==> src/rtl/ps2_ascii_fifo_if.sv <==
// Byte/character handshake bundle between the PS/2 receiver, the
// scan-code decoder FIFO and the CPU I/O port.
interface ps2_ascii_fifo_if #(
    parameter int DEPTH = 16
);
    localparam int CW = $clog2(DEPTH) + 1;

    logic [7:0]    scancode;
    logic          ready;
    logic          rd_en;
    logic [7:0]    ascii;
    logic          valid;
    logic [CW-1:0] count;
    logic          overflow;

    modport master (
        output scancode, ready, rd_en,
        input  ascii, valid, count, overflow
    );

    modport slave (
        input  scancode, ready, rd_en,
        output ascii, valid, count, overflow
    );
endinterface

==> src/rtl/ps2_ascii_fifo.sv <==
// PS/2 set-2 scan-code to ASCII decoder feeding a show-ahead FIFO.
// Optional caps-lock support is enabled with `define KBD_CAPS_LOCK_EN.
module ps2_ascii_fifo #(
    parameter int DEPTH = 16
) (
    input  logic            CLOCK_50,
    input  logic            rst_n,
    ps2_ascii_fifo_if.slave bus
);
    localparam int AW = $clog2(DEPTH);
    localparam int CW = AW + 1;
    localparam logic [CW-1:0] FULL_CNT = CW'(DEPTH);

    typedef enum logic [1:0] {IDLE, BRK, EXT, EXT_BRK} state_t;

    // {mapped, is_letter, unshifted, shifted}
    function automatic logic [17:0] xlate(input logic [7:0] sc);
        unique case (sc)
            8'h1C: xlate = {2'b11, "a", "A"};
            8'h32: xlate = {2'b11, "b", "B"};
            8'h21: xlate = {2'b11, "c", "C"};
            8'h23: xlate = {2'b11, "d", "D"};
            8'h24: xlate = {2'b11, "e", "E"};
            8'h2B: xlate = {2'b11, "f", "F"};
            8'h34: xlate = {2'b11, "g", "G"};
            8'h33: xlate = {2'b11, "h", "H"};
            8'h43: xlate = {2'b11, "i", "I"};
            8'h3B: xlate = {2'b11, "j", "J"};
            8'h42: xlate = {2'b11, "k", "K"};
            8'h4B: xlate = {2'b11, "l", "L"};
            8'h3A: xlate = {2'b11, "m", "M"};
            8'h31: xlate = {2'b11, "n", "N"};
            8'h44: xlate = {2'b11, "o", "O"};
            8'h4D: xlate = {2'b11, "p", "P"};
            8'h15: xlate = {2'b11, "q", "Q"};
            8'h2D: xlate = {2'b11, "r", "R"};
            8'h1B: xlate = {2'b11, "s", "S"};
            8'h2C: xlate = {2'b11, "t", "T"};
            8'h3C: xlate = {2'b11, "u", "U"};
            8'h2A: xlate = {2'b11, "v", "V"};
            8'h1D: xlate = {2'b11, "w", "W"};
            8'h22: xlate = {2'b11, "x", "X"};
            8'h35: xlate = {2'b11, "y", "Y"};
            8'h1A: xlate = {2'b11, "z", "Z"};
            8'h16: xlate = {2'b10, "1", "!"};
            8'h1E: xlate = {2'b10, "2", "@"};
            8'h26: xlate = {2'b10, "3", "#"};
            8'h25: xlate = {2'b10, "4", "$"};
            8'h2E: xlate = {2'b10, "5", "%"};
            8'h36: xlate = {2'b10, "6", "^"};
            8'h3D: xlate = {2'b10, "7", "&"};
            8'h3E: xlate = {2'b10, "8", "*"};
            8'h46: xlate = {2'b10, "9", "("};
            8'h45: xlate = {2'b10, "0", ")"};
            8'h4E: xlate = {2'b10, "-", "_"};
            8'h55: xlate = {2'b10, "=", "+"};
            8'h54: xlate = {2'b10, "[", "{"};
            8'h5B: xlate = {2'b10, "]", "}"};
            8'h5D: xlate = {2'b10, "\\", "|"};
            8'h4C: xlate = {2'b10, ";", ":"};
            8'h52: xlate = {2'b10, "'", "\""};
            8'h41: xlate = {2'b10, ",", "<"};
            8'h49: xlate = {2'b10, ".", ">"};
            8'h4A: xlate = {2'b10, "/", "?"};
            8'h0E: xlate = {2'b10, 8'h60, "~"};
            8'h29: xlate = {2'b10, 8'h20, 8'h20};
            8'h5A: xlate = {2'b10, 8'h0D, 8'h0D};
            8'h66: xlate = {2'b10, 8'h08, 8'h08};
            8'h0D: xlate = {2'b10, 8'h09, 8'h09};
            8'h76: xlate = {2'b10, 8'h1B, 8'h1B};
            default: xlate = 18'd0;
        endcase
    endfunction

    state_t        state_q, state_d;
    logic          lshift_q, lshift_d, rshift_q, rshift_d;
    logic          push, upper, hit, letter;
    logic [7:0]    push_data, lo_c, hi_c;
    logic [7:0]    mem [DEPTH];
    logic [AW-1:0] wr_ptr, rd_ptr;
    logic [CW-1:0] count_q;
    logic          ovf_q, do_push, do_pop, full;
    logic [7:0]    sc;

    assign sc = bus.scancode;
    assign {hit, letter, lo_c, hi_c} = xlate(sc);

`ifdef KBD_CAPS_LOCK_EN
    logic caps_q, caps_d, held_q, held_d;
    assign upper = letter ? ((lshift_q | rshift_q) ^ caps_q)
                          : (lshift_q | rshift_q);
`else
    assign upper = lshift_q | rshift_q;
`endif

    always_comb begin
        state_d   = state_q;
        lshift_d  = lshift_q;
        rshift_d  = rshift_q;
        push      = 1'b0;
        push_data = upper ? hi_c : lo_c;
`ifdef KBD_CAPS_LOCK_EN
        caps_d    = caps_q;
        held_d    = held_q;
`endif
        if (bus.ready) begin
            unique case (state_q)
                IDLE: begin
                    if (sc == 8'hF0) state_d = BRK;
                    else if (sc == 8'hE0) state_d = EXT;
                    else if (sc == 8'h12) lshift_d = 1'b1;
                    else if (sc == 8'h59) rshift_d = 1'b1;
`ifdef KBD_CAPS_LOCK_EN
                    else if (sc == 8'h58) begin
                        if (!held_q) caps_d = ~caps_q;
                        held_d = 1'b1;
                    end
`endif
                    else if (hit) push = 1'b1;
                end
                BRK: begin
                    state_d = IDLE;
                    if (sc == 8'h12) lshift_d = 1'b0;
                    if (sc == 8'h59) rshift_d = 1'b0;
`ifdef KBD_CAPS_LOCK_EN
                    if (sc == 8'h58) held_d = 1'b0;
`endif
                end
                EXT: begin
                    if (sc == 8'hF0) begin
                        state_d = EXT_BRK;
                    end else begin
                        state_d = IDLE;
                        if (sc == 8'h5A) begin
                            push      = 1'b1;
                            push_data = 8'h0D;
                        end else if (sc == 8'h4A) begin
                            push      = 1'b1;
                            push_data = "/";
                        end
                    end
                end
                EXT_BRK: state_d = IDLE;
                default: state_d = IDLE;
            endcase
        end
    end

    always_ff @(posedge CLOCK_50 or negedge rst_n) begin
        if (!rst_n) begin
            state_q  <= IDLE;
            lshift_q <= 1'b0;
            rshift_q <= 1'b0;
`ifdef KBD_CAPS_LOCK_EN
            caps_q   <= 1'b0;
            held_q   <= 1'b0;
`endif
        end else begin
            state_q  <= state_d;
            lshift_q <= lshift_d;
            rshift_q <= rshift_d;
`ifdef KBD_CAPS_LOCK_EN
            caps_q   <= caps_d;
            held_q   <= held_d;
`endif
        end
    end

    // A pop on a full FIFO frees the slot the same-edge push lands in.
    assign full    = (count_q == FULL_CNT);
    assign do_pop  = bus.rd_en && (count_q != '0);
    assign do_push = push && (!full || do_pop);

    always_ff @(posedge CLOCK_50) begin
        if (do_push) mem[wr_ptr] <= push_data;
    end

    always_ff @(posedge CLOCK_50 or negedge rst_n) begin
        if (!rst_n) begin
            wr_ptr  <= '0;
            rd_ptr  <= '0;
            count_q <= '0;
            ovf_q   <= 1'b0;
        end else begin
            if (do_push) wr_ptr <= wr_ptr + 1'b1;
            if (do_pop) rd_ptr <= rd_ptr + 1'b1;
            if (do_push && !do_pop) count_q <= count_q + 1'b1;
            else if (do_pop && !do_push) count_q <= count_q - 1'b1;
            if (push && !do_push) ovf_q <= 1'b1;
        end
    end

    assign bus.valid    = (count_q != '0);
    assign bus.ascii    = bus.valid ? mem[rd_ptr] : 8'h00;
    assign bus.count    = count_q;
    assign bus.overflow = ovf_q;
endmodule

==> src/flat_wrapper.sv <==
// flat-port wrapper written by rule: the top's interface ports become plain ports
module ps2_ascii_fifo_flat 
#(
    parameter int DEPTH = 16
)
  (CLOCK_50, rst_n, bus_scancode, bus_ready, bus_rd_en, bus_ascii, bus_valid, bus_count, bus_overflow);
  ps2_ascii_fifo_if #(.DEPTH(DEPTH)) bus_i ();
  input  logic CLOCK_50;
  input  logic rst_n;
  input wire logic [$bits(bus_i.scancode)-1:0] bus_scancode;
  input wire logic [$bits(bus_i.ready)-1:0] bus_ready;
  input wire logic [$bits(bus_i.rd_en)-1:0] bus_rd_en;
  output wire logic [$bits(bus_i.ascii)-1:0] bus_ascii;
  output wire logic [$bits(bus_i.valid)-1:0] bus_valid;
  output wire logic [$bits(bus_i.count)-1:0] bus_count;
  output wire logic [$bits(bus_i.overflow)-1:0] bus_overflow;
  assign bus_i.scancode = bus_scancode;
  assign bus_i.ready = bus_ready;
  assign bus_i.rd_en = bus_rd_en;
  assign bus_ascii = bus_i.ascii;
  assign bus_valid = bus_i.valid;
  assign bus_count = bus_i.count;
  assign bus_overflow = bus_i.overflow;
  ps2_ascii_fifo #(.DEPTH(DEPTH)) u_core (.CLOCK_50(CLOCK_50), .rst_n(rst_n), .bus(bus_i));
endmodule
==> config.mk <==
export PLATFORM = sky130hd
export DESIGN_NAME = ps2_ascii_fifo_flat
export DESIGN_NICKNAME = d
export VERILOG_FILES = /design/src/rtl/ps2_ascii_fifo_if.sv /design/src/rtl/ps2_ascii_fifo.sv /design/src/flat_wrapper.sv
export SDC_FILE = /design/constraint.sdc
export NUM_CORES = 1
export LEC_CHECK = 0
export CORE_ASPECT_RATIO = 1.5
export CORE_UTILIZATION = 25
export DETAILED_ROUTE_END_ITERATION = 8
export HOLD_SLACK_MARGIN = 0.15
export PLACE_DENSITY_LB_ADDON = 0.15
export SKIP_LAST_GASP = 1
export SYNTH_ARGS = -nofsm -noshare
export SYNTH_HDL_FRONTEND = slang
export SYNTH_SLANG_ARGS = --single-unit
==> constraint.sdc <==
create_clock -name CLOCK_50 -period 7 [get_ports CLOCK_50]
set_clock_uncertainty 0.2 [all_clocks]
set_input_delay 1.75 -clock CLOCK_50 [delete_from_list [all_inputs] [get_ports CLOCK_50]]
set_output_delay 1.75 -clock CLOCK_50 [all_outputs]
set_load 0.01 [all_outputs]
Word-level counts from Yosys, hierarchy flattened
Memory sizes are Yosys's and may differ from the RTL's.
Cells that the tools add are included.
{"block": "op_classes", "add_sub_neg": 4, "n_eq_ne": 18, "n_mux": 37, "bitwise_logic": 1, "n_reduce_logical": 17}
{"cell": "$mux W8", "n": 7}
{"cell": "$eq A8 B7 Y1 const B", "n": 3}
{"cell": "$mux W1", "n": 20}
{"cell": "$mux W18", "n": 1}
{"cell": "$eq A8 B8 Y1 const B", "n": 2}
{"cell": "$mux W5", "n": 2}
{"cell": "$add A4 B1 Y4 const B", "n": 2}
{"cell": "$eq A8 B5 Y1 const B", "n": 1}
{"cell": "$ne A2 B1 Y1 const B", "n": 4}
{"cell": "$reduce_and A7 Y1", "n": 1}
{"cell": "$mux W2", "n": 3}
{"cell": "$ne A2 B2 Y1 const B", "n": 3}
{"cell": "$pmux W1 S2", "n": 3}
{"cell": "$pmux W2 S3", "n": 1}
{"cell": "$reduce_and A6 Y1", "n": 1}
{"cell": "$add A5 B1 Y5 const B", "n": 1}
{"cell": "$eq A5 B5 Y1 const B", "n": 1}
{"cell": "$logic_and A1 B1 Y1", "n": 5}
{"cell": "$reduce_bool A5 Y1", "n": 1}
{"cell": "$sub A5 B1 Y5 const B", "n": 1}
{"cell": "$eq A2 B2 Y1 const B", "n": 2}
{"cell": "$reduce_bool A2 Y1", "n": 2}
{"cell": "$logic_not A1 Y1", "n": 3}
{"cell": "$ne A3 B1 Y1 const B", "n": 1}
{"cell": "6 further kinds", "n": 6}
{"block": "word_totals", "register_bits": 18, "ramBits": 128, "mem_bits_ro": 2048, "input_bits": 12, "word_cells": 86, "n_memories": 2}
{"name": "(name not given)", "depth": 128, "word_bits": 16, "read_ports": 1, "rd_ports_with_merged_regs": 0, "write_ports": 0, "line_no": "ps2_ascii_fifo.sv:18", "rtl": "unique case (sc)"}
{"name": "u_core.mem", "depth": 16, "word_bits": 8, "read_ports": 1, "rd_ports_with_merged_regs": 0, "write_ports": 1, "line_no": "ps2_ascii_fifo.sv:79", "rtl": "logic [7:0] mem [DEPTH];"}

Depth between registers and ports, before layout
Gate-level depths: netlist of the first run.
An unclocked memory read counts as a cell.
{"block": "depth", "depth_word": 14, "ltp_mapped": 18}

Worst setup path after synthesis of the first run
OpenSTA, ideal clock, no wires.
{"block": "synth_timing", "path_type": "input port to flip-flop", "from": "in bus_scancode[1]", "to": "reg u_core.count_q[4], in the netlist u_core.bus.count[4]", "setup_ns": 0.127, "arrival_time_ns": 4.653, "t_required_ns": 6.673, "setup_slack_ns": 2.020, "cell_stages": 17, "path_buffers": 2, "path_cell_list": "buf_4 > inv_1 > ha_1 > or2_0 > a311oi_1 > nor4_2 > o21ai_2 > a21oi_4 > buf_6 > ha_1 > inv_1 > ha_1 > a21o_1 > a21oi_1 > xnor2_1 > nor2_1 > xor2_1"}
{"block": "synth_between", "elab_chain_cells": 13}
{"element": "start, declared", "line_no": "flat_wrapper.sv:10", "rtl": "input wire logic [$bits(bus_i.scancode)-1:0] bus_scancode;"}
{"element": "$mem_v2 Z128 W16"}
{"element": "$mux W18", "line_no": "ps2_ascii_fifo.sv:18"}
{"element": "$mux W1", "line_no": "ps2_ascii_fifo.sv:119", "rtl": "else if (hit) push = 1'b1;"}
{"element": "$mux W1", "line_no": "ps2_ascii_fifo.sv:112", "rtl": "else if (sc == 8'h59) rshift_d = 1'b1;"}
{"element": "$mux W1", "line_no": "ps2_ascii_fifo.sv:111", "rtl": "else if (sc == 8'h12) lshift_d = 1'b1;"}
{"element": "$mux W1", "line_no": "ps2_ascii_fifo.sv:110", "rtl": "else if (sc == 8'hE0) state_d = EXT;"}
{"element": "$mux W1", "line_no": "ps2_ascii_fifo.sv:109", "rtl": "if (sc == 8'hF0) state_d = BRK;"}
{"element": "$pmux W1 S2 *", "line_no": "ps2_ascii_fifo.sv:107", "rtl": "unique case (state_q)"}
{"element": "$mux W1 *", "line_no": "ps2_ascii_fifo.sv:106", "rtl": "if (bus.ready) begin"}
{"element": "$logic_and A1 B1 Y1 *", "line_no": "ps2_ascii_fifo.sv:172", "rtl": "assign do_push = push && (!full || do_pop);"}
{"element": "named net u_core.do_push", "line_no": "ps2_ascii_fifo.sv:82", "rtl": "logic ovf_q, do_push, do_pop, full;"}
{"element": "$logic_not A1 Y1", "line_no": "ps2_ascii_fifo.sv:188", "rtl": "else if (do_pop && !do_push) count_q <= count_q - 1'b1;"}
{"element": "$logic_and A1 B1 Y1", "line_no": "ps2_ascii_fifo.sv:188"}
{"element": "$reduce_bool A2 Y1 (no source line)"}
{"element": "end signal, assigned", "line_no": "ps2_ascii_fifo.sv:187", "rtl": "if (do_push && !do_pop) count_q <= count_q + 1'b1;"}
{"element": "end signal, assigned", "line_no": "ps2_ascii_fifo.sv:188"}
{"element": "end, declared", "line_no": "ps2_ascii_fifo.sv:81", "rtl": "logic [CW-1:0] count_q;"}
The timed path passes the listed nets; every way through them passes the cells marked *.
A chain may end at the register's enable or synchronous reset.

Final worst setup path of the first run
{"block": "layout_timing", "from": "in bus_scancode[1]", "to": "reg u_core.count_q[4], in the netlist u_core.bus.count[4]"}
{"block": "layout_between", "elab_chain_cells": 13}
{"element": "$mem_v2 Z128 W16"}
{"element": "$mux W18", "line_no": "ps2_ascii_fifo.sv:18"}
{"element": "$mux W1", "line_no": "ps2_ascii_fifo.sv:119"}
{"element": "$mux W1", "line_no": "ps2_ascii_fifo.sv:112"}
{"element": "$mux W1", "line_no": "ps2_ascii_fifo.sv:111"}
{"element": "$mux W1", "line_no": "ps2_ascii_fifo.sv:110"}
{"element": "$mux W1", "line_no": "ps2_ascii_fifo.sv:109"}
{"element": "$pmux W1 S2 *", "line_no": "ps2_ascii_fifo.sv:107"}
{"element": "$mux W1 *", "line_no": "ps2_ascii_fifo.sv:106"}
{"element": "$logic_and A1 B1 Y1 *", "line_no": "ps2_ascii_fifo.sv:172"}
{"element": "$logic_not A1 Y1", "line_no": "ps2_ascii_fifo.sv:188"}
{"element": "$logic_and A1 B1 Y1", "line_no": "ps2_ascii_fifo.sv:188"}
{"element": "$reduce_bool A2 Y1 (no source line)"}
Every way passes the cells marked *; elsewhere a longest branch is shown, timed or not.

==> results of run 1 <==
==> kinds of logic after synthesis <==
| family | count (synthesis) |
|---|---|
| AND/OR/NAND/NOR | 168 |
| flip-flops | 130 |
| AO/OA/AOI/OAI | 128 |
| buffers and inverters | 56 |
| multiplexers | 42 |
| adder cells (fa/ha/maj) | 18 |
| XOR/XNOR | 12 |
| other | 1 |
==> path summary, 6_finish.rpt <==
path / endpoint / cells past startpoint / slack (ns) / start
worst max-delay path: u_core.bus.count[4]$_DFFE_PN0P_ / 16 / 1.27 / bus_scancode[1]
worst min-delay path: u_core.bus.overflow$_DFFE_PN0P_ / 1 / 0.29 / u_core.bus.overflow$_DFFE_PN0P_
worst max register to register: u_core.bus.count[4]$_DFFE_PN0P_ / 12 / 3.54 / u_core.bus.count[0]$_DFFE_PN0P_
worst min register to register: u_core.bus.overflow$_DFFE_PN0P_ / 1 / 0.29 / u_core.bus.overflow$_DFFE_PN0P_
max in group asynchronous: u_core.rd_ptr[0]$_DFFE_PN0P_ / 1 / 4.40 / rst_n
min in group asynchronous: u_core.bus.count[1]$_DFFE_PN0P_ / 1 / 1.62 / rst_n
==> through the flow <==
| step | total power, µW | hold WS [ns] | worst slack [ns] | utilization, % |
|---|---|---|---|---|
| floorplan | 1590 | 0.275 | 2.02 | - |
| global placement | 1890 | 0.271 | 1.03 | 27.4 |
| detailed placement | 1900 | 0.275 | 0.890 | 27.4 |
| CTS | 2740 | 0.294 | 1.32 | 29.4 |
| global route | 2840 | 0.305 | 0.980 | 29.4 |
| finish | 2700 | 0.288 | 1.27 | 29.4 |
==> power by group <==
part,internal (µW),switching [µW]
clock network,489,342
registers,911,100
logic,463,393
==> synthesized netlist by cell type, types with 5 or more instances <==
master,number,area [µm²]
edfxtp_1,112,3360
mux4_2,36,811
nand2_1,35,131
o21ai_0,26,130
a21oi_1,24,120
nor2_1,24,90.1
dfrtp_1,18,450
ha_1,17,213
and2_1,16,100
buf_2,16,80.1
and3_1,15,93.8
nand2b_1,13,81.3
nor2b_1,13,81.3
clkbuf_1,12,45.0
nor3_1,12,60.1
nand3_1,11,55.1
inv_1,10,37.5
a311oi_1,8,70.1
a31oi_1,7,43.8
xnor2_1,7,61.3
a21o_1,6,45.0
buf_6,6,67.6
o22ai_1,6,37.5
o31ai_1,6,45.0
a211oi_1,5,37.5
buf_4,5,37.5
nand4_1,5,31.3
==> state kept, by name, indices dropped and copies added, names as in the netlist <==
register	count
u_core.bus.count	5
u_core.rd_ptr	4
u_core.state_q	2
u_core.rshift_q	1
u_core.mem	112
u_core.bus.overflow	1
u_core.wr_ptr	4
u_core.lshift_q	1
==> metal layers <==
layer,vias up,part of all wire (%),global-route usage [%]
li1,2195,-,-
met1,2401,37,14.9
met2,140,55,26.9
met3,61,2.7,2.35
met4,0,5.2,8.64
met5,-,0,0
==> area by class of cell <==
type | instances | area (µm²) | area share (%)
clock buffer | 17 | 425 | 5.14
clock inverter | 15 | 131 | 1.59
inverter | 13 | 48.8 | 0.589
multi-input combinational | 369 | 3060 | 36.9
sequential | 130 | 3810 | 46.1
tap | 346 | 433 | 5.23
timing repair buffer | 42 | 373 | 4.50
==> metrics.cfg, run 1 <==
[cts]
clkTransAtPathRegs_ns = 0.06
h-tree-depth = 4
cts_buffer_depth = 2
cts_resized = 0
post-cts-setup-buffer-count = 0
cts_tree = built
cts_hold_buf = 0
clockRootBuffer = clkbuf_16
cts_sinks = 130
clk_latency_ns = 0.41
cts_buffers = 17

[synthesis]
synth_compound_area_share_pct = 12.5
synth_warnings = 0
synth_cell_types = 80
synth_edf_count = 112
syn_area_um2 = 7180
synthMuxAreaShare_pct = 12.2
synth_fp_nets = 585
synth_top_family_by_area = simple AND/OR/NAND/NOR gates
avgSynthCellArea_um2 = 12.9
synth_xor_area_share_pct = 1.57
ys_seq_elements = 130
yosysSeqAreaShare_pct = 53.1
synthFlopType = edfxtp_1
ys_async_sr_fraction_pct = 13.8
synth-simple-area-share_pct = 13.0
synthAdderAreaFrac_pct = 3.24
syn_inst = 555

[place]
dp_cells = 900
place_area_um2 = 7730
port_buffers = 25
place_congestion = 0.900
hpwlAfterDp_mm = 14.5

[layout]
layout.nets = 603
instances_no_fill = 932
drive_above_1_share_pct = 18.9
layout_commonest_cell = edfxtp_1
stdcell_area_um2 = 8280
fillers = 2866
layout_common_cells = 112 x edfxtp_1, 36 x mux4_2, 35 x nand2_1, 26 x o21ai_0
diodes = 0
syn_to_final_growth_pct = 15.3

[sta]
finalCriticalPeriod_ns = 5.73
finalSetupViolCount = 0
hold_viol_final = 0
fmax_mhz = 174
post-route-period-util_pct = 81.9
rsz0062_at_grt = false
maxSlewHeadroom_pct = 36.0
worst_pin_slew_ns = 0.954
finalSetupTns_ns = 0
slew_viol_final = 0

[setup_path]
worstPathMaxFanout = 15
critPathKind = input pin to flip-flop
path_delay_family = buffers and inverters
arrival_ns = 5.82
cp.required_ns = 7.09
crit_path_cell_trace = clkdlybuf4s50_1 > inv_1 > ha_1 > nor3b_1 > a311oi_1 > nor4_2 > o21ai_2 > a21oi_4 > ha_1 > inv_1 > fa_1 > a21o_1 > a21oi_1 > xnor2_1 > nor2_1 > xor2_1
cp-end-kind = flip-flop
cp-start-kind = input pin
crit_buf_inv = 3
cpPeakStageDelay_ns = 0.84
cp_slowest_cell = clkdlybuf4s50_1

[routing]
antenna_left = 0
drc = 0
wire_per_inst_um = 21.6
vias_per_cell = 5.15
drt_wl_total_mm = 20.1
drt_iter0_markers = 390
drt_pass1_iterations = 6
vias = 4797

[floorplanning]
die_area_um2 = 29400
coreArea_um2 = 28200
core.rowCount = 75
die_width_um = 140
initial_core_util_pct = 25.5
io_pins = 27
die_h_um = 210

[flow_run]
drv_cap = 0

[pwr]
irDropWorstVdd_mv = 0.169
powerDensity_nw_per_um2 = 326
p_leak_uw = 0.00280

[global_route]
grt_pass1_wl_mm = 31.1
grtUsageTotal_pct = 14.3
grt_max_degree = 47
antenna_found_initial = 0
grt_pass1_vias = 5111
grt-ovfl-total = 0

[worst_hold_path]
hold_class = flip-flop to flip-flop

[status]
status = completed

Power figures use the tool's default switching activity.
==> inputs of run 2 (changes only) <==
clock period = 5.66 ns   (was 7 ns; I/O delays follow)
==> metrics.cfg, run 2 (synthesized netlist as in run 1, its figures left out) <==
[layout]
regMostFlops = u_core.mem  ; unchanged
layout_commonest_cell = edfxtp_1  ; unchanged
seq_area_um2 = 3810  ; unchanged
layout_common_cells = 112 x edfxtp_1, 36 x mux4_2, 35 x nand2_1, 26 x o21ai_0, 25 x buf_4  ; was 112 x edfxtp_1, 36 x mux4_2, 35 x nand2_1, 26 x o21ai_0
drive_above_1_share_pct = 19.6  ; was 18.9%
postLayoutCoreUtil_pct = 29.9  ; was 29.4%
layout.nets = 611  ; was 603
multi_input_area_um2 = 3060  ; unchanged
largest_reg_flops = 112  ; unchanged
diodes = 0  ; unchanged
fillers = 2826  ; was 2866
syn_to_final_growth_pct = 17.1  ; was 15.3%

[global_route]
grt.met2_usage_pct = 25.8  ; was 26.9%
busiest_layer = met2  ; unchanged
grtUsageTotal_pct = 14.1  ; was 14.3%
grt_use_met3_pct = 2.21  ; was 2.35%
grt_pass1_vias = 4995  ; was 5111
grt-ovfl-total = 0  ; unchanged
antenna_found_initial = 0  ; unchanged
grt_pass1_wl_mm = 30.8  ; was 31.1 mm
grt_max_degree = 40  ; was 47
grt.met1_usage_pct = 15.2  ; was 14.9%

[worst_hold_path]
hold_class = flip-flop to flip-flop  ; unchanged
whs_path_depth = 1  ; unchanged

[floorplanning]
die_h_um = 210  ; unchanged
die_area_um2 = 29400  ; unchanged
initial_core_util_pct = 25.5  ; unchanged
coreArea_um2 = 28200  ; unchanged
die_width_um = 140  ; unchanged
io_pins = 27  ; unchanged
core.rowCount = 75  ; unchanged

[pwr]
power.switching_uw = 994  ; was 836 µW
irDropWorstVdd_mv = 0.202  ; was 0.169 mV
swShare_pct = 28.6  ; was 31.0%
p_leak_uw = 0.00289  ; was 0.00280 µW
pwr-share-clk_pct = 33.5  ; was 30.8%
seqPwrFrac_pct = 36.1  ; was 37.5%
p_total_uw = 3470  ; was 2700 µW
p_int_uw = 2480  ; was 1860 µW
powerDensity_nw_per_um2 = 413  ; was 326 nW/µm²
p_comb_share_pct = 30.4  ; was 31.7%

[place]
place_congestion = 0.906  ; was 0.900
port_buffers = 25  ; unchanged
hpwlAfterDp_mm = 14.5  ; about the same

[sta]
hold_viol_final = 0  ; unchanged
finalCriticalPeriod_ns = 4.84
slew_viol_final = 0  ; unchanged
post-route-period-util_pct = 85.5
rsz0062_at_grt = false  ; unchanged
finalSetupTns_ns = 0  ; unchanged
worst_pin_slew_ns = 0.966  ; was 0.954 ns
fmax_mhz = 207
maxSlewHeadroom_pct = 35.2  ; was 36.0%
finalSetupViolCount = 0  ; unchanged

[routing]
wire_per_inst_um = 21.0  ; was 21.6 µm
antenna_left = 0  ; unchanged
vias_per_cell = 5.11  ; was 5.15
drc = 0  ; unchanged
vias = 4797  ; unchanged
drt_pass1_iterations = 5  ; was 6
drt_iter0_markers = 315  ; was 390
drt_wl_total_mm = 19.7  ; was 20.1 mm

[setup_path]
cp-start-kind = flip-flop  ; was input pin
arrival_ns = 3.23  ; was 5.82 ns
cp.required_ns = 4.05  ; was 7.09 ns
critPathKind = flip-flop to output pin  ; was input pin to flip-flop
reg2reg_depth = 12  ; unchanged
cp-end-kind = output pin  ; was flip-flop
worstPathMaxFanout = 21  ; was 15

[cts]
cts_resized = 0  ; unchanged
h-tree-depth = 4  ; unchanged
clkTransAtPathRegs_ns = 0.06  ; about the same
post-cts-setup-buffer-count = 0  ; unchanged
cts_sinks = 130  ; unchanged
cts_hold_buf = 0  ; unchanged
cts_buffers = 17  ; unchanged
cts_tree = built  ; unchanged
clk_latency_ns = 0.41  ; about the same
clockRootBuffer = clkbuf_16  ; unchanged
cts_buffer_depth = 2  ; unchanged

[status]
status = completed  ; unchanged

[flow_run]
drv_cap = 0  ; unchanged

## run 2: cell count changes in the layout (fill, tap and decap cells not counted), sizes merged
cell / previous run / this run
inv: 17 / 13
clkinv: 4 / 6
clkinvlp: 6 / 1
bufinv: 1 / 5
buf: 18 / 26
clkbuf: 17 / 19
## run 2: metal layers
| layer | wire (µm) | share of wire, % |
|---|---|---|
| met2 | 10800 | 55 |
| met1 | 7470 | 38 |
| met4 | 904 | 4.6 |
| met5 | 0 | 0 |
| met3 | 545 | 2.8 |
## run 2: final cells by class
type,instances,share of cell area (%)
Clock inverter,12,2.25
Clock buffer,19,5.15
Sequential cell,130,45.4
Inverter,13,0.580
Tap cell,346,5.15
Multi-Input combinational cell,369,36.4
Timing Repair Buffer,50,5.15
## run 2: path summary, 6_finish.rpt
check,start,slack [ns],endpoint
min in group asynchronous,rst_n,1.31,u_core.bus.count[2]$_DFFE_PN0P_
hold reg to reg,u_core.bus.overflow$_DFFE_PN0P_,0.27,u_core.bus.overflow$_DFFE_PN0P_
setup / recovery,u_core.rd_ptr[0]$_DFFE_PN0P_,0.82,bus_ascii[2]
max in group asynchronous,rst_n,3.34,u_core.rd_ptr[0]$_DFFE_PN0P_
hold / removal,u_core.bus.overflow$_DFFE_PN0P_,0.27,u_core.bus.overflow$_DFFE_PN0P_
setup reg to reg,u_core.bus.count[0]$_DFFE_PN0P_,2.25,u_core.bus.count[4]$_DFFE_PN0P_
## run 2: power groups by stage
stage	sequential (µW)	clock, µW	combinational [µW]
final	1250	1160	1060
after global routing	1280	1230	1150
after CTS	1260	1190	1070
after detailed placement	1280	0	1070
after global placement	1280	0	1070
after floorplan	1200	0	762
## run 2: metrics by stage
| step | hold WS, ns | area (µm²) | setup WS [ns] | cells |
|---|---|---|---|---|
| 2_1_floorplan | 0.275 | 7180 | 1.02 | 555 |
| 3_3_place_gp | 0.261 | 7790 | 0.623 | 908 |
| 3_5_place_dp | 0.264 | 7790 | 0.538 | 908 |
| 4_1_cts | 0.277 | 8410 | 0.728 | 939 |
| 5_1_grt | 0.293 | 8410 | 0.627 | 939 |
| 6_report | 0.269 | 8410 | 0.819 | 939 |
## run 2: critical path, stage by stage, from the launching register on
cell	delay, ns
dfrtp_2	0.83
buf_4	0.33
mux4_2	0.55
mux4_2	0.47
and2_1	0.16
clkdlybuf4s50_1	0.47
==> inputs of run 3 (changes only) <==
CTS_CLUSTER_DIAMETER = 80   (was default)
==> results of run 3 <==
Same layout as run 2: the final DEF is identical, and so are final timing and power.
